==> src/rtl/wb_stage_nb_pkg.sv <==
// Shared definitions for the non-blocking writeback stage.
//   WB_DEPTH   : default number of outstanding loads
//   DRE_*      : load byte-lane enable patterns understood by the aligner
//   ld_desc_t  : per-load descriptor held in the in-order load queue
package wb_stage_nb_pkg;

    localparam int          WB_DEPTH  = 4;
    localparam logic [31:0] ZERO_WORD = 32'h0000_0000;

    localparam logic [3:0] DRE_B0  = 4'b0001;
    localparam logic [3:0] DRE_B1  = 4'b0010;
    localparam logic [3:0] DRE_B2  = 4'b0100;
    localparam logic [3:0] DRE_B3  = 4'b1000;
    localparam logic [3:0] DRE_HLO = 4'b0011;
    localparam logic [3:0] DRE_HHI = 4'b1100;
    localparam logic [3:0] DRE_W   = 4'b1111;

    // discard marks loads whose result must be dropped (wa=0 or no GPR write);
    // they still occupy a slot so responses stay matched to requests.
    typedef struct packed {
        logic [4:0] wa;
        logic [3:0] dre;
        logic       sext;
        logic       discard;
    } ld_desc_t;

endpackage

==> src/rtl/wb_load_align.sv <==
// Load data aligner (purely combinational).
//   dm      : raw memory word
//   dre     : byte-lane enables of the load
//   sext    : 1 = sign-extend byte/halfword, 0 = zero-extend
//   data    : aligned, extended writeback value (0 for illegal dre)
//   bad_dre : dre is not a supported byte/halfword/word pattern
module wb_load_align
    import wb_stage_nb_pkg::*;
#(
    parameter bit BIG_ENDIAN = 1'b1
) (
    input  logic [31:0] dm,
    input  logic [3:0]  dre,
    input  logic        sext,
    output logic [31:0] data,
    output logic        bad_dre
);

    function automatic logic [31:0] ext8(input logic [7:0] b, input logic sx);
        logic signed [7:0] bs;
        bs = b;
        return sx ? 32'(bs) : {24'd0, b};
    endfunction

    function automatic logic [31:0] ext16(input logic [15:0] h, input logic sx);
        logic signed [15:0] hs;
        hs = h;
        return sx ? 32'(hs) : {16'd0, h};
    endfunction

    function automatic logic [15:0] order16(input logic [15:0] h);
        return BIG_ENDIAN ? {h[7:0], h[15:8]} : h;
    endfunction

    always_comb begin
        data    = ZERO_WORD;
        bad_dre = 1'b0;
        case (dre)
            DRE_B0:  data = ext8(dm[7:0],   sext);
            DRE_B1:  data = ext8(dm[15:8],  sext);
            DRE_B2:  data = ext8(dm[23:16], sext);
            DRE_B3:  data = ext8(dm[31:24], sext);
            DRE_HLO: data = ext16(order16(dm[15:0]),  sext);
            DRE_HHI: data = ext16(order16(dm[31:16]), sext);
            DRE_W:   data = BIG_ENDIAN ? {dm[7:0], dm[15:8], dm[23:16], dm[31:24]} : dm;
            default: bad_dre = 1'b1;
        endcase
    end

endmodule

==> src/rtl/wb_stage_nb.sv <==
// Writeback stage with non-blocking loads.
//   cpu_clk_50M / cpu_rst_n : clock, async active-low reset
//   wb_*_i                  : retiring instruction from the memory stage (valid/ready)
//   dm_valid_i / dm_i       : in-order load data returns from data memory
//   wb_wa_o/wreg_o/wd_o     : registered GPR write port (wreg is a 1-cycle pulse)
//   wb_whilo_o/dhi_o/dlo_o  : registered HI/LO write port (whilo is a 1-cycle pulse)
//   ld_busy_o               : GPRs targeted by queued loads (decode interlock)
//   pend_cnt_o              : number of queued loads
//   err_o                   : sticky error (stray return or illegal dre)
module wb_stage_nb
    import wb_stage_nb_pkg::*;
#(
    parameter int DEPTH      = WB_DEPTH,
    parameter bit BIG_ENDIAN = 1'b1
) (
    input  logic                         cpu_clk_50M,
    input  logic                         cpu_rst_n,
    input  logic                         wb_valid_i,
    output logic                         wb_ready_o,
    input  logic [4:0]                   wb_wa_i,
    input  logic                         wb_wreg_i,
    input  logic                         wb_mreg_i,
    input  logic                         wb_sext_i,
    input  logic [3:0]                   wb_dre_i,
    input  logic [31:0]                  wb_dreg_i,
    input  logic                         wb_whilo_i,
    input  logic [63:0]                  wb_dhilo_i,
    input  logic                         dm_valid_i,
    input  logic [31:0]                  dm_i,
    output logic [4:0]                   wb_wa_o,
    output logic                         wb_wreg_o,
    output logic [31:0]                  wb_wd_o,
    output logic                         wb_whilo_o,
    output logic [31:0]                  wb_dhi_o,
    output logic [31:0]                  wb_dlo_o,
    output logic [31:0]                  ld_busy_o,
    output logic [$clog2(DEPTH+1)-1:0]   pend_cnt_o,
    output logic                         err_o
);

    localparam int PTR_W = (DEPTH > 1) ? $clog2(DEPTH) : 1;
    localparam int CNT_W = $clog2(DEPTH + 1);

    ld_desc_t              fifo_q [DEPTH];
    logic [DEPTH-1:0]      ent_vld;
    logic [PTR_W-1:0]      wr_ptr, rd_ptr;
    logic [CNT_W-1:0]      cnt;
    logic [31:0]           busy;

    ld_desc_t              head_p0, push_desc_p0;
    logic                  full_p0, pop_p0, alu_wr_p0, acc_p0, push_p0;
    logic [31:0]           ld_data_p0;
    logic                  bad_dre_p0;

    logic                  vld_p1, hilo_vld_p1, err_q;
    logic [4:0]            wa_p1;
    logic [31:0]           wd_p1, dhi_p1, dlo_p1;

    function automatic logic [PTR_W-1:0] ptr_inc(input logic [PTR_W-1:0] p);
        return (p == PTR_W'(DEPTH - 1)) ? '0 : p + PTR_W'(1);
    endfunction

    // ---- stage p0: handshake, queue head, alignment ----
    assign head_p0   = fifo_q[rd_ptr];
    assign full_p0   = (cnt == CNT_W'(DEPTH));
    assign pop_p0    = dm_valid_i & (cnt != '0);
    assign alu_wr_p0 = ~wb_mreg_i & wb_wreg_i & (wb_wa_i != 5'd0);

    // The load return owns the single GPR port, and an ALU write may not
    // overtake a queued load to the same register.
    assign wb_ready_o = ~((wb_mreg_i & full_p0 & ~pop_p0) |
                          (alu_wr_p0 & pop_p0) |
                          (alu_wr_p0 & busy[wb_wa_i]));

    assign acc_p0  = wb_valid_i & wb_ready_o;
    assign push_p0 = acc_p0 & wb_mreg_i;

    assign push_desc_p0.wa      = wb_wa_i;
    assign push_desc_p0.dre     = wb_dre_i;
    assign push_desc_p0.sext    = wb_sext_i;
    assign push_desc_p0.discard = ~wb_wreg_i | (wb_wa_i == 5'd0);

    // Recomputed from live entries so duplicate destinations clear only
    // when the last one leaves.
    always_comb begin
        busy = '0;
        for (int i = 0; i < DEPTH; i++) begin
            if (ent_vld[i] && !fifo_q[i].discard) busy[fifo_q[i].wa] = 1'b1;
        end
        busy[0] = 1'b0;
    end

    wb_load_align #(.BIG_ENDIAN(BIG_ENDIAN)) u_align (
        .dm      (dm_i),
        .dre     (head_p0.dre),
        .sext    (head_p0.sext),
        .data    (ld_data_p0),
        .bad_dre (bad_dre_p0)
    );

    always_ff @(posedge cpu_clk_50M) begin
        if (push_p0) fifo_q[wr_ptr] <= push_desc_p0;
    end

    always_ff @(posedge cpu_clk_50M or negedge cpu_rst_n) begin
        if (!cpu_rst_n) begin
            wr_ptr  <= '0;
            rd_ptr  <= '0;
            cnt     <= '0;
            ent_vld <= '0;
            err_q   <= 1'b0;
        end else begin
            if (pop_p0) begin
                rd_ptr          <= ptr_inc(rd_ptr);
                ent_vld[rd_ptr] <= 1'b0;
            end
            // Placed after the pop so a push into the slot freed this cycle wins.
            if (push_p0) begin
                wr_ptr          <= ptr_inc(wr_ptr);
                ent_vld[wr_ptr] <= 1'b1;
            end
            case ({push_p0, pop_p0})
                2'b10:   cnt <= cnt + CNT_W'(1);
                2'b01:   cnt <= cnt - CNT_W'(1);
                default: cnt <= cnt;
            endcase
            if ((dm_valid_i && cnt == '0) || (pop_p0 && bad_dre_p0)) err_q <= 1'b1;
        end
    end

    // ---- stage p1: registered writeback ports ----
    always_ff @(posedge cpu_clk_50M or negedge cpu_rst_n) begin
        if (!cpu_rst_n) begin
            vld_p1      <= 1'b0;
            wa_p1       <= 5'd0;
            wd_p1       <= ZERO_WORD;
            hilo_vld_p1 <= 1'b0;
            dhi_p1      <= ZERO_WORD;
            dlo_p1      <= ZERO_WORD;
        end else begin
            vld_p1      <= 1'b0;
            hilo_vld_p1 <= 1'b0;
            if (pop_p0) begin
                vld_p1 <= ~head_p0.discard;
                wa_p1  <= head_p0.wa;
                wd_p1  <= ld_data_p0;
            end else if (acc_p0 && alu_wr_p0) begin
                vld_p1 <= 1'b1;
                wa_p1  <= wb_wa_i;
                wd_p1  <= wb_dreg_i;
            end
            if (acc_p0 && wb_whilo_i) begin
                hilo_vld_p1 <= 1'b1;
                dhi_p1      <= wb_dhilo_i[63:32];
                dlo_p1      <= wb_dhilo_i[31:0];
            end
        end
    end

    assign wb_wreg_o  = vld_p1;
    assign wb_wa_o    = wa_p1;
    assign wb_wd_o    = wd_p1;
    assign wb_whilo_o = hilo_vld_p1;
    assign wb_dhi_o   = dhi_p1;
    assign wb_dlo_o   = dlo_p1;
    assign ld_busy_o  = busy;
    assign pend_cnt_o = cnt;
    assign err_o      = err_q;

endmodule
==> config.mk <==
export PLATFORM = sky130hd
export DESIGN_NAME = wb_stage_nb
export DESIGN_NICKNAME = d
export VERILOG_FILES = /design/src/rtl/wb_stage_nb_pkg.sv /design/src/rtl/wb_load_align.sv /design/src/rtl/wb_stage_nb.sv
export SDC_FILE = /design/constraint.sdc
export NUM_CORES = 1
export LEC_CHECK = 0
export ABC_AREA = 1
export ABC_CLOCK_PERIOD_IN_PS = 8000
export BUFFER_PORTS_ARGS = -buffer_cell sky130_fd_sc_hd__buf_2
export CAP_MARGIN = 20
export CORE_MARGIN = 5
export CORE_UTILIZATION = 56
export CTS_CLUSTER_DIAMETER = 100
export CTS_CLUSTER_SIZE = 40
export DETAILED_ROUTE_END_ITERATION = 12
export GPL_TIMING_DRIVEN = 0
export PLACE_DENSITY = 0.86
export SLEW_MARGIN = 10
export SYNTH_ARGS = -nofsm -noshare
export SYNTH_HDL_FRONTEND = slang
export SYNTH_SLANG_ARGS = --single-unit
==> constraint.sdc <==
create_clock -name cpu_clk_50M -period 8 [get_ports cpu_clk_50M]
set_input_delay 1.2 -clock cpu_clk_50M [delete_from_list [all_inputs] [get_ports cpu_clk_50M]]
set_output_delay 1.2 -clock cpu_clk_50M [all_outputs]
set_load 0.005 [all_outputs]
==> summary.md, run 1 <==
| Metric | Value |
|---|---|
| Outcome | finished clean |
| Die Ht | 137.6 um |
| Rows | 46 |
| Peak VDD IR | around 0.00021 V |
| Congestion Overflow GR | 0 |
| Clock latency on the worst-skew pair | 440 ps |
| Core area | 0.01594 mm2 |
| Switch Pwr | 1372 uW |
| Pins over their slew limit | 0 |
| Fillers | 1271 |
| Routability cong. | about 1.0 |
| Layout cells sized above 1 | approximately 23% |
| Mapped Area | about 0.009 mm2 |
| Sw frac | 40.98% |
| Final Cycle Share | 55.03% |
| CTS tree | done |
| Slew @ Worst Pin | about 1100 ps |
| Sequential element share of the synthesized area | a little under half |
| Part of the power in the clock network | 24.9% |
| RSZ-0062 raised after global routing | no |
| Number of global-route vias before repair | 9534 |
| Post-Route Skew | between 9 and 10 ps |
| Largest family of logic cells by synthesized area | simple AND/OR/NAND/NOR gates |
| Yosys warns | 0 |
| Sink Count | 159 |
| Library cells used by synthesis | 36 |
| Synth Area in Adders | 1.454% |
| Setup TNS | 0 ps |
| Post-route worst setup slack | ~3600 ps |
| Root Driver | clkbuf_16 |
| Longest Clk Path Bufs | 2 |
| Largest net degree at the start of global routing | 68 |
| Crit path max fanout | 10 |
| Starting density of the core | 57.21% |
| First-pass GRT wire length | between 50000 and 60000 um |
| Post-Synth XOR/XNOR Area | less than 1% |
| Mean post-synth cell area | roughly 7.1 um2 |
| # setup viols final | 0 |
| P per Cell Area | 292.1 mW/mm2 |
| Seq. cell area | around 0.0042 mm2 |
| CP Capture Type | output port |
| Final Critical Period | roughly 4400 ps |
| Antenna violations before repair | 3 |
| CP arrival | between 3000 and 4000 ps |
| Asr flop ratio synth | 72.33% |
| Critical Path Source Type | input port |
| Mapped Cells | about 1300 |
| Tot GR Track Use | 34.99% |
| Hold_buf cts | 0 |
| Antenna-violating nets left | 0 |
| Drt wl/cell | roughly 18 um |
| Max Freq | between 0.2 and 0.25 GHz |
| H-tree Lvls | 4 |
| Synth Flop Type | dfrtp_1 |
| HPWL Detailed | roughly 25000 um |
| Total Nets Final | roughly 1700 |
| Hold crit path type | register to register |
| Die Width | 137.6 um |
| Simple logic cell fraction of the synthesized area | between 30% and 40% |
| DRC Markers | 0 |
| Kind of critical path | input port to output port |
| Max-Cap Viols | 0 |
| Total CTS buffers | 17 |
| Slew headroom | 29.05% |
| Postcts setup bufs | 0 |
| Reg2reg setup slack | ~4400 ps |
| Endpoints failing hold | 0 |
| Drt first pass iters | 5 |
| Routed WL | ~33000 um |
| Multi-input gate area | roughly 0.0042 mm2 |
| Setup slack after placement | about 3600 ps |
| Iter 0 DRT Violations | approximately 910 |
| Synth Area in Compound Gates | about 6.4% |
| Clk slew on worst S/H paths | around 70 ps |
| LEAKAGE | 0.006418 uW |
| Worst path required time | 6800 ps |
| Die area | roughly 0.019 mm2 |
| EDFF count, synth | between 40 and 50 |
| Seq pwr share | 35.8% |
| PortBufs | ~280 |
| Internal | 1977 uW |
| Logic pwr share | 39.3% |
| # IOs | between 200 and 300 |
| Syn_nets | between 1000 and 1500 |
| Vias | just under 10000 |
| Syn-to-layout area delta | 25.68% |
| CTS resizes | 0 |
| DR vias/cell | roughly 5.4 |
| Seq cells post-synth | ~160 |
| Share of synthesized area spent on multiplexers | 0% |
-- Yosys cell counts (7+ instances only) --
| cell | count | area [um2] |
|---|---|---|
| o21ai_0 | 38 | 190.2 |
| buf_6 | 10 | 112.6 |
| dfrtp_1 | 115 | 2878 |
| nor2_1 | 157 | 589.3 |
| inv_1 | 99 | 371.6 |
| nand3_1 | 118 | 590.6 |
| a22oi_1 | 7 | 52.55 |
| buf_4 | 10 | 75.07 |
| nand2_1 | 563 | 2113 |
| clkbuf_1 | 19 | 71.32 |
| a21oi_1 | 28 | 140.1 |
| o22ai_1 | 7 | 43.79 |
| buf_2 | 12 | 60.06 |
| nand4_1 | 10 | 62.56 |
| o2111ai_1 | 12 | 105.1 |
| ha_1 | 9 | 112.6 |
| edfxtp_1 | 44 | 1321 |
-- cells by family (layout without fill, tap and decap cells) --
logic type | count (synthesis) | in the layout
compound gates | 99 | 99
xor+xnor | 2 | 2
fa+ha+maj | 10 | 10
buf+inv | 159 | 475
flops | 159 | 159
other cells | 1 | 4
simple gates | 861 | 861
-- worst max-delay path, stage by stage --
cell and delay, ps:
buf_2 130, buf_2 250, buf_1 540, nand2_1 110, nand3_1 90, nand3_1 110, nand3_1 120, nand2_1 120
nand2_1 130, nand3_2 130, nand2_1 100, inv_1 40, buf_2 110
-- metrics by stage --
step / total power (uW) / hold WS (ps) / cell area [um2] / util [%] / std cells
4_1_cts: 3328 / 482.0 / 11460 / 71.86 / 1823
2_1_floorplan: 1942 / 451.0 / 9121 / - / 1291
5_1_grt: 3556 / 494.9 / 11460 / 71.89 / 1825
3_5_place_dp: 2478 / 444.1 / 10840 / 68.00 / 1791
6_report: 3349 / 481.2 / 11460 / 71.90 / 1826
3_3_place_gp: 2447 / 436.2 / 10810 / 67.79 / 1790
-- area by class of cell --
type	count	area share [%]
antenna	3	0.06549
buffer	52	2.816
clock buffer	17	3.711
clock inverter	15	1.648
inverter	107	3.504
multi-input combinational	973	36.62
sequential	159	36.63
tap	216	2.358
timing repair buffer	284	12.65
-- layer usage --
metal  share of wire (%)  wire length, um  up-vias  track usage [%]
met5               0.033               11        -                0
met4                 4.0             1308        2            14.58
met3                 8.8             2890       92            8.546
met2                  48            15750      516            56.21
met1                  40            13040     4532            45.41
li1                    -                -     4696                -
-- power groups by stage --
stage / clock network [uW] / logic (uW) / registers [uW]
finish: 835 / 1320 / 1200
detailed placement: 0 / 1280 / 1190
CTS: 836 / 1300 / 1190
floorplan: 0 / 745 / 1200
global placement: 0 / 1250 / 1200
global route: 874 / 1460 / 1220
-- cells in the final DEF, fill, tap and decap left out, types with 4 or more instances in the layout --
cell,n
clkbuf_16,17
o21ai_0,38
edfxtp_1,44
inv_2,6
o2111ai_1,12
a21oi_1,28
a22oi_1,7
clkinv_8,4
nor2_1,157
buf_4,10
clkbuf_1,19
inv_1,99
nand4_1,10
nand2_1,563
nand3_1,118
buf_2,294
o22ai_1,7
inv_8,4
buf_6,11
ha_1,9
dfrtp_1,115
-- final timing paths --
| check | start | to | cells past startpoint |
|---|---|---|---|
| worst max-delay path | wb_wa_i[0] | wb_ready_o | 13 |
| worst min-delay path | wb_dhi_o[10] | wb_dhi_o[10] | 2 |
| worst max register to register | ent_vld[0] | pend_cnt_o[2] | 21 |
| worst min register to register | wb_dhi_o[10] | wb_dhi_o[10] | 2 |
| max in group asynchronous | cpu_rst_n | ent_vld[3] | 2 |
| min in group asynchronous | cpu_rst_n | wb_dlo_o[16] | 1 |
-- flip-flops by register name (all words and copies together) (netlist names) --
signal	count
fifo_q	44
wb_dhi_o	32
wb_dlo_o	32
wb_wd_o	32
wb_wa_o	5
ent_vld	4
pend_cnt_o	3
rd_ptr	2
wr_ptr	2
err_o	1
wb_whilo_o	1
wb_wreg_o	1
(Power assumes the default switching activity.)
==> run 2, diff against run 1 <==
ABC_CLOCK_PERIOD_IN_PS = 4400   (was 8000)
CORE_UTILIZATION = 52   (was 56)
PLACE_DENSITY = 0.81   (was 0.86)
clock period = 4.4 ns   (was 8 ns; I/O delays follow)
==> run 2 against run 1 <==
Worst setup slack worse by 2700 ps. Non-clock buffer count is 1 higher. Wire length down 4.2%. Clock power up 77%. Power is 78% higher. Sequential share of layout area hardly changed. Count of clock-buffer cells in the layout up 1. Cell area barely moved. Die area up 7.1%. Critical endpoint is now pend_cnt_o[2].
==> summary.md, run 2 (same netlist as run 1, synthesis figures left out) <==
| Metric | Value |
|---|---|
| CTS resizes | 0 (unchanged) |
| Antenna-violating nets left | 0 (unchanged) |
| Most common cell after layout, fill and taps aside | nand2_1 |
| Routability cong. | 1.008 (-2.3%) |
| Kind of critical path | register to register |
| Pins over their slew limit | 0 (unchanged) |
| Vias | 9857 (+0.19%) |
| Final Cycle Share | between 80% and 90% |
| Outcome | finished clean |
| Switch Pwr | 2409 uW (+76%) |
| Crit path max-delay family | simple AND/OR/NAND/NOR gates |
| Syn-to-layout area delta | 25.75% (about the same) |
| HPWL Detailed | 24420 um (-2.9%) |
| Part of the power in the clock network | 24.9% (about the same) |
| Routed WL | 31620 um (-4.2%) |
| Post-Route Skew | 14.29 ps (+4.447 ps) |
| # IOs | 285 (unchanged) |
| Critical Path Source Type | register |
| Congestion Overflow GR | 0 (unchanged) |
| Most frequent cells in the layout | 563 x nand2_1, 294 x buf_2, 157 x nor2_1, 118 x nand3_1, 115 x dfrtp_1 |
| Logic pwr share | 39.0% (-0.3 points) |
| RSZ-0062 raised after global routing | no |
| Max Freq | 0.2834 GHz |
| Sw frac | 40.37% (-0.61 points) |
| Utilization after layout | 66.54% (-5.4 points) |
| CP arrival | 3830 ps (+630 ps) |
| Number of global-route vias before repair | 9463 (-0.74%) |
| Largest net degree at the start of global routing | 75 (+10%) |
| Total Nets Final | 1750 (+0.057%) |
| Slowest Stage Delay on Critical Path | 420 ps (-120 ps) |
| Slew @ Worst Pin | 1062 ps (+1.783 ps) |
| Internal | 3558 uW (+80%) |
| Root Driver | clkbuf_16 |
| FF-to-FF path depth | 20 (-4.8%) |
| Slowest CP cell | edfxtp_1 |
| Reg2reg setup slack | 870 ps (-3570 ps) |
| Slew headroom | 28.93% (-0.12 points) |
| Iter 0 DRT Violations | 913 (+0.11%) |
| Die area | 0.02029 mm2 (+7.1%) |
| PortBufs | 283 (unchanged) |
| Max-Cap Viols | 0 (unchanged) |
| Longest Clk Path Bufs | 2 (unchanged) |
| Reg with most FFs | fifo_q |
| Clock latency on the worst-skew pair | 430 ps (about the same) |
| Worst path cell trace | nor2_2 -> nand2_1 -> nor2_1 -> nor2_1 -> nand2_1 -> nand2_1 -> a21oi_1 -> nand2_1 -> nand3_1 -> nand2_1 -> nand2_1 -> nand3_2 -> nand4_1 -> buf_2 -> ha_1 -> inv_1 -> fa_1 -> a21oi_1 -> o21ai_0 -> xor2_1 |
| DRC Markers | 0 (unchanged) |
| Stages on the worst setup path | 20 (+7) |
| Antenna violations before repair | 3 (unchanged) |
| Die Ht | 142.4 um (+3.5%) |
| R2r startpoint | fifo_q[0][0] |
| Total CTS buffers | 17 (unchanged) |
| CTS tree | done |
| Most used cell, CP | nand2_1 |
| Worst path bufs/invs | 2 (-3) |
| Peak VDD IR | 0.0003328 V (+61%) |
| Final Critical Period | 3529 ps |
| Hold crit path type | input port to async pin |
| Endpoints failing hold | 0 (unchanged) |
| Setup TNS | 0 ps (unchanged) |
| H-tree Lvls | 4 (unchanged) |
| Sink Count | 159 (unchanged) |
| Die Width | 142.4 um (+3.5%) |
| Core area | 0.01724 mm2 (+8.1%) |
| RR Endpoint | pend_cnt_o[2] |
| CP Capture Type | register |
| Max reg flops | 44 (unchanged) |
| P per Cell Area | 520.2 mW/mm2 (+78%) |
| Worst path required time | 4700 ps (-2100 ps) |
| Drt wl/cell | 17.22 um (-4.7%) |
| LEAKAGE | 0.006418 uW (about the same) |
| Starting density of the core | 52.92% (-4.3 points) |
| Postcts setup bufs | 0 (unchanged) |
| Tot GR Track Use | 30.78% (-4.2 points) |
| Crit path max fanout | 10 (unchanged) |
| Hold_buf cts | 0 (unchanged) |
| Drt first pass iters | 6 (+1) |
| Rows | 48 (+4.3%) |
| First-pass GRT wire length | 49160 um (-2.5%) |
| Layout cells sized above 1 | 22.70% (+0.048 points) |
| # setup viols final | 0 (unchanged) |
| Clk slew on worst S/H paths | 80 ps (about the same) |
| Seq pwr share | 36.2% (+0.4 points) |
| DR vias/cell | 5.369 (-0.35%) |
==> run 2: changes by cell type in the layout (fill, tap and decap cells not counted), sizes merged <==
cell    delta
clkbuf     +1
clkinv     -2
bufinv     -1
inv        +2
buf        +1
==> run 2: worst max-delay path by stage <==
stage / start / slack, ps / end
floorplan: wb_wa_i[0] / 1450 / pend_cnt_o[2]
global placement: wb_wa_i[0] / 610 / pend_cnt_o[2]
detailed placement: wb_wa_i[0] / 570 / pend_cnt_o[2]
CTS: fifo_q[1][6] / 910 / fifo_q[1][10]
global route: ent_vld[2] / 570 / pend_cnt_o[2]
finish: fifo_q[0][0] / 870 / pend_cnt_o[2]
==> run 2: layout make-up <==
class	instances	area, um2
Antenna cell	3	7.507
Buffer	52	322.8
Clock buffer	18	439.2
Clock inverter	14	158.9
Fill cell	1540	5767
Inverter	107	401.6
Multi-Input combinational cell	973	4198
Sequential cell	159	4199
Tap cell	225	281.5
Timing Repair Buffer	285	1461
==> run 2: power groups by stage <==
stage	sequential, uW	combinational, uW	clock (uW)
after floorplan	2180	1350	0
after global placement	2160	2240	0
after detailed placement	2160	2290	0
after CTS	2150	2310	1500
after global routing	2210	2620	1570
final	2160	2320	1480
==> run 2: layer usage <==
metal  vias to the layer above  track usage (%)  wire length [um]
li1                       4708                -                 -
met1                      4553            39.61             12120
met2                       518            50.30             15470
met3                        78            7.661              3082
met4                         0            11.86               943
met5                         -                0                 0
==> run 2: metrics by stage <==
step                total power, uW  std cells  hold slack [ps]  setup slack (ps)  area [um2]
floorplan                      3531       1291            364.4              1446        9121
global route                   6396       1836            161.4             568.5       11470
finish                         5967       1836            138.9             870.8       11470
detailed placement             4456       1800            452.1             574.5       10850
CTS                            5953       1832            143.3             906.5       11450
global placement               4399       1799            437.6             613.2       10820
==> run 2: worst reg2reg max path: stages, from the launching register on <==
cell and delay, ps:
edfxtp_1 420, nor2_2 230, nand2_1 310, nor2_1 180, nor2_1 60, nand2_1 110, nand2_1 70, a21oi_1 130
nand2_1 80, nand3_1 80, nand2_1 90, nand2_1 150, nand3_2 150, nand4_1 140, buf_2 220, ha_1 170
inv_1 60, fa_1 370, a21oi_1 140, o21ai_0 100, xor2_1 150
